<file path="src/rtl/voice_pkg.sv">
// Shared constants and types for the voice frame sequencer.
//   DEF_*       : default generics (sample period, strobe phase, frame length,
//                 sample-buffer address width)
//   FRAME_CNT_W : width of the completed-frame counter
//   IDX_W       : width of the in-frame sample index
//   state_e     : sequencer FSM states
package voice_pkg;

  localparam int unsigned DEF_DIV       = 512;
  localparam int unsigned DEF_PHASE     = 10;
  localparam int unsigned DEF_FRAME_LEN = 768;
  localparam int unsigned DEF_ADDR_W    = 11;
  localparam int unsigned FRAME_CNT_W   = 16;
  localparam int unsigned IDX_W         = 10;

  typedef enum logic [1:0] {
    IDLE = 2'd0,
    RUN  = 2'd1,
    STOP = 2'd2
  } state_e;

endpackage

</file>
<file path="src/rtl/sample_rate_divider.sv">
// Sample-period divider with a registered one-cycle strobe.
//   clk      : clock
//   run      : count while high; counter held at 0 and strobe cleared when low
//   sync_clr : synchronous clear of counter and strobe (dominates run)
//   strobe   : one-cycle pulse, set on the edge where the counter equals PHASE
module sample_rate_divider
  import voice_pkg::*;
#(
  parameter int unsigned DIV   = DEF_DIV,
  parameter int unsigned PHASE = DEF_PHASE
) (
  input  logic clk,
  input  logic run,
  input  logic sync_clr,
  output logic strobe
);

  localparam int unsigned CW = (DIV > 1) ? $clog2(DIV) : 1;

  logic [CW-1:0] div_cnt;

  always_ff @(posedge clk) begin
    if (sync_clr) begin
      div_cnt <= '0;
      strobe  <= 1'b0;
    end else if (run) begin
      div_cnt <= (div_cnt == CW'(DIV - 1)) ? '0 : div_cnt + CW'(1);
      // DIV >= PHASE+2 guarantees the strobe falls on the very next edge.
      strobe  <= (div_cnt == CW'(PHASE));
    end else begin
      div_cnt <= '0;
      strobe  <= 1'b0;
    end
  end

endmodule

</file>
<file path="src/rtl/voice_frame_sequencer.sv">
// Sample-rate and frame sequencer feeding change_voice.
//   clk, reset   : clock, synchronous active-high reset
//   enable       : run request
//   mode_req     : requested RisingTone mode, taken only at frame boundaries
//   ready        : one-cycle sample strobe
//   rising_tone  : mode applied to change_voice.RisingTone
//   rd_addr      : sample-buffer address of the sample presented with ready
//   sample_idx   : position within the current frame
//   frame_start  : ready of the first sample in a frame
//   frame_cnt    : completed frames (wraps)
//   busy         : sequencer not idle
module voice_frame_sequencer
  import voice_pkg::*;
#(
  parameter int unsigned DIV       = DEF_DIV,
  parameter int unsigned PHASE     = DEF_PHASE,
  parameter int unsigned FRAME_LEN = DEF_FRAME_LEN,
  parameter int unsigned ADDR_W    = DEF_ADDR_W
) (
  input  logic                   clk,
  input  logic                   reset,
  input  logic                   enable,
  input  logic                   mode_req,
  output logic                   ready,
  output logic                   rising_tone,
  output logic [ADDR_W-1:0]      rd_addr,
  output logic [IDX_W-1:0]       sample_idx,
  output logic                   frame_start,
  output logic [FRAME_CNT_W-1:0] frame_cnt,
  output logic                   busy
);

  state_e state, state_next;
  logic   start;
  logic   frame_wrap;

  assign start      = (state == IDLE) && enable;
  // The edge that ends the last strobe of a frame.
  assign frame_wrap = ready && (sample_idx == IDX_W'(FRAME_LEN - 1));

  always_ff @(posedge clk) begin
    if (reset) state <= IDLE;
    else       state <= state_next;
  end

  always_comb begin
    state_next = state;
    case (state)
      IDLE: if (enable) state_next = RUN;
      RUN:  if (!enable) state_next = STOP;
      // Re-enable wins over completion so strobes continue uninterrupted.
      STOP: begin
        if (enable)          state_next = RUN;
        else if (frame_wrap) state_next = IDLE;
      end
      default: state_next = IDLE;
    endcase
  end

  sample_rate_divider #(
    .DIV   (DIV),
    .PHASE (PHASE)
  ) u_div (
    .clk      (clk),
    .run      (state != IDLE),
    .sync_clr (reset || start),
    .strobe   (ready)
  );

  always_ff @(posedge clk) begin
    if (reset) begin
      rd_addr     <= '0;
      sample_idx  <= '0;
      frame_cnt   <= '0;
      rising_tone <= 1'b0;
    end else begin
      if (start) rising_tone <= mode_req;
      if (ready) begin
        rd_addr <= rd_addr + ADDR_W'(1);
        if (frame_wrap) begin
          sample_idx  <= '0;
          frame_cnt   <= frame_cnt + FRAME_CNT_W'(1);
          rising_tone <= mode_req;
        end else begin
          sample_idx <= sample_idx + IDX_W'(1);
        end
      end
    end
  end

  assign frame_start = ready && (sample_idx == '0);
  assign busy        = (state != IDLE);

endmodule

</file>
<file path="config.mk">
export PLATFORM = sky130hd
export DESIGN_NAME = voice_frame_sequencer
export DESIGN_NICKNAME = d
export VERILOG_FILES = /design/src/rtl/voice_pkg.sv /design/src/rtl/sample_rate_divider.sv /design/src/rtl/voice_frame_sequencer.sv
export SDC_FILE = /design/constraint.sdc
export NUM_CORES = 1
export LEC_CHECK = 0
export CAP_MARGIN = 20
export CORE_ASPECT_RATIO = 1.75
export CORE_UTILIZATION = 50
export CTS_BUF_LIST = sky130_fd_sc_hd__clkbuf_4
export DETAILED_ROUTE_END_ITERATION = 10
export PLACE_DENSITY_LB_ADDON = 0.3
export SLEW_MARGIN = 15
export SYNTH_ARGS = -nofsm -noshare
export SYNTH_HDL_FRONTEND = slang
export SYNTH_SLANG_ARGS = --single-unit
</file>
<file path="constraint.sdc">
create_clock -name clk -period 2.2 [get_ports clk]
set_input_delay 0.33 -clock clk [delete_from_list [all_inputs] [get_ports clk]]
set_output_delay 0.33 -clock clk [all_outputs]
set_load 0.005 [all_outputs]
</file>
; ---- After elaboration in Yosys (flattened, before gate mapping)
; Cells that the tools add are included.
; Widths: inputs -> output; s select.
[op_classes]
addsub = 4
n_eq_ne = 8
mux = 9
bitwise = 1
reduce_logical = 11
[ops]
columns = operator, n
row1 = $add 16x1->16 const B, 1
row2 = $add 11x1->11 const B, 1
row3 = $add 10x1->10 const B, 1
row4 = $eq 10x10->1 const B, 1
row5 = $logic_not 10->1, 1
row6 = $mux 10, 1
row7 = $add 9x1->9 const B, 1
row8 = $eq 9x4->1 const B, 1
row9 = $eq 9x9->1 const B, 1
row10 = $mux 2, 4
row11 = $pmux 2 s3, 1
row12 = $ne 2x2->1 const B, 2
row13 = $logic_and 1x1->1, 3
row14 = $mux 1, 3
row15 = $ne 3x3->1 const B, 1
row16 = $reduce_and 3->1, 1
row17 = $reduce_or 3->1, 1
row18 = $eq 2x1->1 const B, 1
row19 = $eq 2x2->1 const B, 1
row20 = $logic_not 2->1, 1
row21 = $reduce_and 2->1, 1
row22 = $reduce_bool 2->1, 1
row23 = $reduce_or 2->1, 1
row24 = $logic_or 1x1->1, 1
row25 = $not 1->1, 1
[word_totals]
reg_bits = 50
word_cells = 40

; ---- Longest topological paths before layout
[logic_depth]
ltp_word = 5
ltp_mapped = 7

; ---- Hierarchy
; A second synthesis with hierarchy kept.
[unflattened]
hier_cells = 263
area_unflattened_um2 = 2337.2
[by_module_without_submodules]
columns = mod, n_inst, cells_per_inst, area_each_um2, seq_area_each_um2
row1 = voice_frame_sequencer, 1, 216, 1900.6, 800.8
row2 = sample_rate_divider, 1, 47, 436.7, 200.2

; ---- Worst setup path after synthesis
; Ideal clock, no wire load.
[synth_timing]
path_kind = register to register
from = reg frame_cnt[3]
to = reg frame_cnt[15]
t_arrival_ns = 1.729
required_ns = 2.130
path_slack_ns = 0.400
stages_incl_launch_ff = 5
period_less_slack_ns = 1.800
cell_sequence = dfxtp_1 > nand4_2 > or4_4 > or4_1 > a21oi_1
[synth_between]
elab_chain_cells = 1
[synth_lines]
columns = item, line
row1 = start: declaration, voice_frame_sequencer.sv:29  ; output logic [FRAME_CNT_W-1:0] frame_cnt,
row2 = start signal: assignment, voice_frame_sequencer.sv:82  ; frame_cnt <= frame_cnt + FRAME_CNT_W'(1);
row3 = $add 16x1->16, voice_frame_sequencer.sv:82
; Every way passes these cells.
; A chain may end at the register's enable or synchronous reset.

; ---- Final worst setup path
[layout_timing]
from = reg sample_idx[9]
to = out frame_start
[layout_between]
elab_chain_cells = 2
[layout_lines]
columns = item, line
row1 = start: declaration, voice_frame_sequencer.sv:27  ; output logic [IDX_W-1:0] sample_idx,
row2 = start signal: assignment, voice_frame_sequencer.sv:85  ; sample_idx <= sample_idx + IDX_W'(1);
row3 = $logic_not 10->1, voice_frame_sequencer.sv:91  ; assign frame_start = ready && (sample_idx == '0);
row4 = $logic_and 1x1->1, voice_frame_sequencer.sv:91
row5 = end: declaration, voice_frame_sequencer.sv:28  ; output logic frame_start,
; Every way passes these cells.

==> impl_metrics.ini <==
[detailed_routing]
vias_per_cell = 5.734
wl_per_cell_um = 12.89
via_count = 2030
drt_iter0_drc = 51
ant_nets = 0
drc = 0
firstDrtPassIters = 4
routed_wl_um = 4564

[die]
core_um2 = 4228
die_area_um2 = 4782
initial_core_util_pct = 53.21
num_io_pins = 45
rows = 31
die_y_um = 90.74
die_w_um = 52.71

[power_and_ir_drop]
seqPwrFrac_pct = 67.1
vdd_drop_max_v = 0.0005106
switchingPower_mw = 0.3128
swShare_pct = 22.89
p_int_mw = 1.054
p_leak_nw = 0.9462
combPwrFrac_pct = 3.5
clkPwrFrac_pct = 29.4
power_density_nw_per_um2 = 484.2

[global_route]
antenna_found_initial = 0
grt_pass1_vias = 1894
grtUsageMet1_pct = 23.02
use_met3_pct = 4.209
grt_pass1_wl_um = 7928
grt_overflow = 0
met2_usage_pct = 38.08
grt_max_degree = 42
grt_most_used_layer = met2
grtUsageTotal_pct = 21.28

[final_layout]
areaGrowthSynthToFinish_pct = 25.47
final_nets = 315
finalNonFillerCells = 354
nFillCells = 360
antenna_cells = 0
final_layout_size_suffix_gt1_share_pct = 7.541

[sta]
fmax_ghz = 0.4716
grt_setup_unrepaired = false
clock_skew_ns = 0.01162
max-slew-margin-rel_pct = 80.26
slew_violations = 0
fin_crit_sh_pct = 96.38
period_minus_slack_ns = 2.120
setup_violations = 0
tightest_slew_ns = 0.2921
hold_violations = 0
setup_tns_ns = 0

[cts]
cts.sinks = 50
cts_tree = done
postCtsSetupRepairBufs = 0
cts_made_buffers = 5
clockRootBuffer = clkbuf_4
clockBufferDepth = 2
cts.clk_slew.worst_paths_ns = 0.14
clock_latency_ns = 0.36
htreeDepth = 2

[synth]
synth_area_leaders = dfxtp_1 (44%), a21oi_1 (5.6%), xor2_1 (4.3%)
synth_edf_count = 0
syn_area_um2 = 2250
synth_ff_type = dfxtp_1
ys_seq_area_share_pct = 44.49
ys_types = 39
synthArstFlopShare_pct = 0
synth-seq-cells = 50
yosysTopAreaCell = dfxtp_1
syn_inst = 259
ys_warn_count = 0
avgSynthCellArea_um2 = 8.686
syn_nets = 270
yosysTopAreaCellShare_pct = 44.49

[worst_setup_path]
path_cells = nor4b_1 > and4b_1 > clkdlybuf4s50_1
cp-start-kind = flop
cp-end-kind = primary output
cp_max_fo = 8
path_class = flop to primary output
arrival_ns = 1.79
worst-endpoint-required_ns = 1.87
cpPeakStageDelay_ns = 0.50
cp_slowest_cell = clkdlybuf4s50_1

[placement]
gp_congestion = 0.7256
dp_cells = 346
dpl.hpwl_um = 3268
port_buffers = 44

[job]
cap_violations = 0

[run_status]
status = completed

[min_path]
hp-class = flop to flop
cell families (layout without fill, tap and decap cells):
| kind of cell | after synthesis | after routing | synth area share [%] |
|---|---|---|---|
| and+or+nand+nor | 114 | 114 | 28.42 |
| DFF | 50 | 50 | 44.49 |
| AOI/OAI and AO/OA | 48 | 48 | 11.90 |
| buffers and inverters | 20 | 66 | 3.448 |
| xor gates and xnor gates | 19 | 19 | 7.397 |
| adders and majority gates | 7 | 7 | 3.893 |
| muxes | 1 | 1 | 0.4450 |
sequential cells by signal (all words and copies together) (netlist names):
name,flops
rising_tone,1
u_div.strobe,1
state,2
sample_idx,10
frame_cnt,16
rd_addr,11
u_div.div_cnt,9
cells in the mapped netlist (all sizes together), types with 6 or more instances:
master	instances
a21oi	25
dfxtp	50
or3	14
inv	8
nor2	22
nand3	14
ha	7
xor2	11
or4	6
nor3	6
nand4	9
clkbuf	9
o21ai	14
xnor2	8
nand2	20
metal layers:
metal	vias to the layer above	part of all wire [%]
met1	962	42
met3	6	3.7
met2	46	52
met4	0	1.7
met5	-	0
li1	1016	-
placed cells by master (no fill, tap or decap), types with 2 or more instances in the layout:
cell             instances
a21oi_1                 25
and3_1                   4
and4_1                   4
buf_4                    5
clkbuf_4                 5
clkdlybuf4s50_1         44
dfxtp_1                 49
ha_1                     7
inv_1                    8
nand2_1                 20
nand2b_1                 3
nand3_1                 14
nand4_1                  8
nand4b_1                 2
nor2_1                  22
nor3_1                   6
nor4b_1                  3
o21ai_0                 14
o31ai_1                  5
or3_1                   11
or3_2                    3
or4_1                    5
xnor2_1                  8
xor2_1                  11
worst paths after layout:
path | cells past startpoint | startpoint | slack (ns) | endpoint
max | 3 | sample_idx[9] | 0.08 | frame_start
min | 2 | rising_tone | 0.48 | rising_tone
max reg2reg | 4 | frame_cnt[3] | 0.27 | frame_cnt[15]
min reg2reg | 2 | rising_tone | 0.48 | rising_tone
per-stage QoR:
step | utilization, % | hold WS, ns | setup WS (ns) | instance area (µm²) | power (mW)
after floorplan | - | 0.4374 | 0.4003 | 2250 | 0.9604
after global placement | 65.32 | 0.4437 | 0.3360 | 2761 | 0.9844
after detailed placement | 65.32 | 0.4620 | 0.2994 | 2761 | 0.9850
after CTS | 66.59 | 0.4811 | 0.004583 | 2815 | 1.382
after global routing | 66.77 | 0.4944 | 0.001656 | 2823 | 1.419
final | 66.77 | 0.4774 | 0.07957 | 2823 | 1.367
what timing repair did:
item / in CTS / in global routing
resized for setup: 0 / 2
setup endpoints to repair: 0 / 1
hold buffers: 0 / 0
power by group through the flow:
stage | combinational (mW) | clock (mW) | sequential [mW]
final | 0.0475 | 0.402 | 0.918
after floorplan | 0.0240 | 0 | 0.936
after detailed placement | 0.0478 | 0 | 0.937
after global routing | 0.0515 | 0.448 | 0.919
after CTS | 0.0480 | 0.417 | 0.917
after global placement | 0.0475 | 0 | 0.937
critical path, delay by kind of cell, from the launching register on:
kind | cells | cell delay (ns)
buf+inv | 1 | 0.50
simple gates | 2 | 0.53
flops | 1 | 0.40
area by class of cell:
type / instances / area (µm²) / share of cell area [%]
multi-input combinational: 189 / 1177 / 41.71
sequential: 50 / 1002 / 35.51
timing repair buffer: 50 / 498.0 / 17.64
tap: 49 / 61.31 / 2.172
clock buffer: 5 / 37.54 / 1.330
inverter: 8 / 30.03 / 1.064
clock inverter: 3 / 16.27 / 0.5762
Power figures use the tool's default switching activity.
==> RTL change (same settings) <==
The package constant `DEF_ADDR_W` goes from 11 to 10.
--- a/src/rtl/voice_pkg.sv
+++ b/src/rtl/voice_pkg.sv
@@ -9,7 +9,7 @@
   localparam int unsigned DEF_DIV       = 512;
   localparam int unsigned DEF_PHASE     = 10;
   localparam int unsigned DEF_FRAME_LEN = 768;
-  localparam int unsigned DEF_ADDR_W    = 11;
+  localparam int unsigned DEF_ADDR_W    = 10;
   localparam int unsigned FRAME_CNT_W   = 16;
   localparam int unsigned IDX_W         = 10;
 
Interface: changed (resized rd_addr); port bits go from 45 to 44. The function was not compared with the original's and may differ.
==> RTL change against the unedited design <==
- setup slack gained 170 ps
- total power is 1.3% lower
- count of clock-buffer cells in the layout unchanged
- sequential cell count is 1 lower
- register-to-register slack got worse by 20 ps
- cell area barely moved
- global-route usage shrank 0.35 points
- synthesized area is 1.5% higher
- routed wire length grew 2.1%
- clock power about the same
==> RTL change: results (changes against the unedited design) <==
[status]
status = completed  ; unchanged

[routing]
initialDrtViolationCount = 16  ; was 51
vias = 1992  ; was 2,030
drt-met1-wl_microns = 1860  ; was 1920 microns
wl_met3_microns = 203  ; was 168 microns
wl_per_cell_microns = 13.3  ; was 12.9 microns
wl_met2_microns = 2520  ; was 2390 microns

[synth]
synth_common_cells = dfxtp_1 (49), nor2_1 (27), a21oi_1 (20)  ; was dfxtp_1 (50), a21oi_1 (25), nor2_1 (22)
yosysSeqAreaShare_pct = 43.0  ; was 44.5%
synth_nets = 265  ; was 270
synth.top_cells.by_area = dfxtp_1 (43%), xor2_1 (5.4%), nor2_1 (4.4%)  ; was dfxtp_1 (44%), a21oi_1 (5.6%), xor2_1 (4.3%)
syn_inst = 254  ; was 259

[cells_and_area]
buffer_area_share_pct = 17.2  ; was 17.6%
stdcell_count = 349  ; was 354
nets = 308  ; was 315
nFillCells = 406  ; was 360
multi_input_area_sq_um = 1210  ; was 1180 sq um
n_sequential_cell = 49  ; was 50
multi_input_gates = 185  ; was 189
drive_gt1_share_pct = 7.38  ; was 7.54%
area.sequential_sq_um = 988  ; was 1000 sq um
clk_share_pct = 1.91  ; about the same
inv_count = 6  ; was 8

[grt]
met3_usage_pct = 5.36  ; was 4.21%
grt_use_total_pct = 20.9  ; was 21.3%
grt_pass1_wl_microns = 7740  ; was 7930 microns
grt_max_degree = 31  ; was 42
grtUsageMet2_pct = 38.6  ; was 38.1%
met1_usage_pct = 21.0  ; was 23.0%
grt_pass1_vias = 1847  ; was 1,894

[clocking]
clk_pin_slew_ps = 150
postCtsSetupRepairBufs = 0  ; unchanged

[pwr]
power_frac_comb_pct = 3.6
p_leak_uw = 0.000991  ; was 0.000946 uW
ir_drop_v = 0.000443  ; was 0.000511 V
p_sw_share_pct = 23.1  ; was 22.9%
seqPwrFrac_pct = 66.6  ; was 67.1%

[worst_setup_path]
critPathMaxFanout = 14  ; was 8
setup.worst_path.end = frame_cnt[6]$_SDFFE_PP0P_  ; was frame_start
critPathLaunch = sample_idx[1]$_SDFFE_PP0P_  ; was sample_idx[9]$_SDFFE_PP0P_
cp_slowest_cell = or4_1  ; was clkdlybuf4s50_1
ff2ff_path_depth = 5  ; was 4
rrSetupSlack_ps = 250  ; was 270 ps
critPathArrivalTime_ps = 2250  ; was 1790 ps

[sta]
worstMarginPinSlew_ps = 312  ; was 292 ps

[placed_design]
gp_congestion = 0.774  ; was 0.726
place_inst = 341  ; was 346
port_buffers = 43  ; was 44

[RTL change: cell count changes in the layout (fill, tap and decap cells not counted), sizes merged, moves of 3 or more]
cell / before / now
a21oi: 25 / 20
nand2: 20 / 17
nor2: 22 / 27
o21ai: 14 / 7
or3: 14 / 7
xor2: 11 / 14
[RTL change: logic make-up (layout without fill, tap and decap cells)]
family / count (synthesis) / in the layout / share of synthesized area (%)
AND/OR/NAND/NOR: 116 / 116 / 29.5
flip-flops: 49 / 49 / 43.0
AO/OA/AOI/OAI: 37 / 37 / 9.26
XOR/XNOR: 22 / 22 / 8.44
buffers and inverters: 20 / 64 / 4.60
adder cells (fa/ha/maj): 7 / 7 / 3.84
multiplexers: 3 / 3 / 1.37
[RTL change: worst min path at each step]
| stage | start | endpoint | slack, ps | cells after the start |
|---|---|---|---|---|
| global placement | state[1]$_SDFFE_PP0P_ | state[0]$_SDFFE_PP0P_ | 450 | 1 |
| CTS | state[1]$_SDFFE_PP0P_ | state[0]$_SDFFE_PP0P_ | 470 | 1 |
| detailed placement | state[1]$_SDFFE_PP0P_ | state[0]$_SDFFE_PP0P_ | 450 | 1 |
| floorplan | u_div.div_cnt[0]$_SDFF_PP0_ | u_div.div_cnt[0]$_SDFF_PP0_ | 440 | 1 |
| finish | state[1]$_SDFFE_PP0P_ | state[0]$_SDFFE_PP0P_ | 470 | 1 |
| global route | state[1]$_SDFFE_PP0P_ | state[0]$_SDFFE_PP0P_ | 500 | 1 |
[RTL change: per-stage QoR]
| stage | power (uW) | worst slack [ps] | instance area (sq um) |
|---|---|---|---|
| floorplan | 942 | 442 | 2280 |
| global placement | 968 | 353 | 2750 |
| detailed placement | 969 | 264 | 2750 |
| CTS | 1370 | 11.1 | 2800 |
| global route | 1410 | 85.3 | 2820 |
| finish | 1350 | 245 | 2820 |
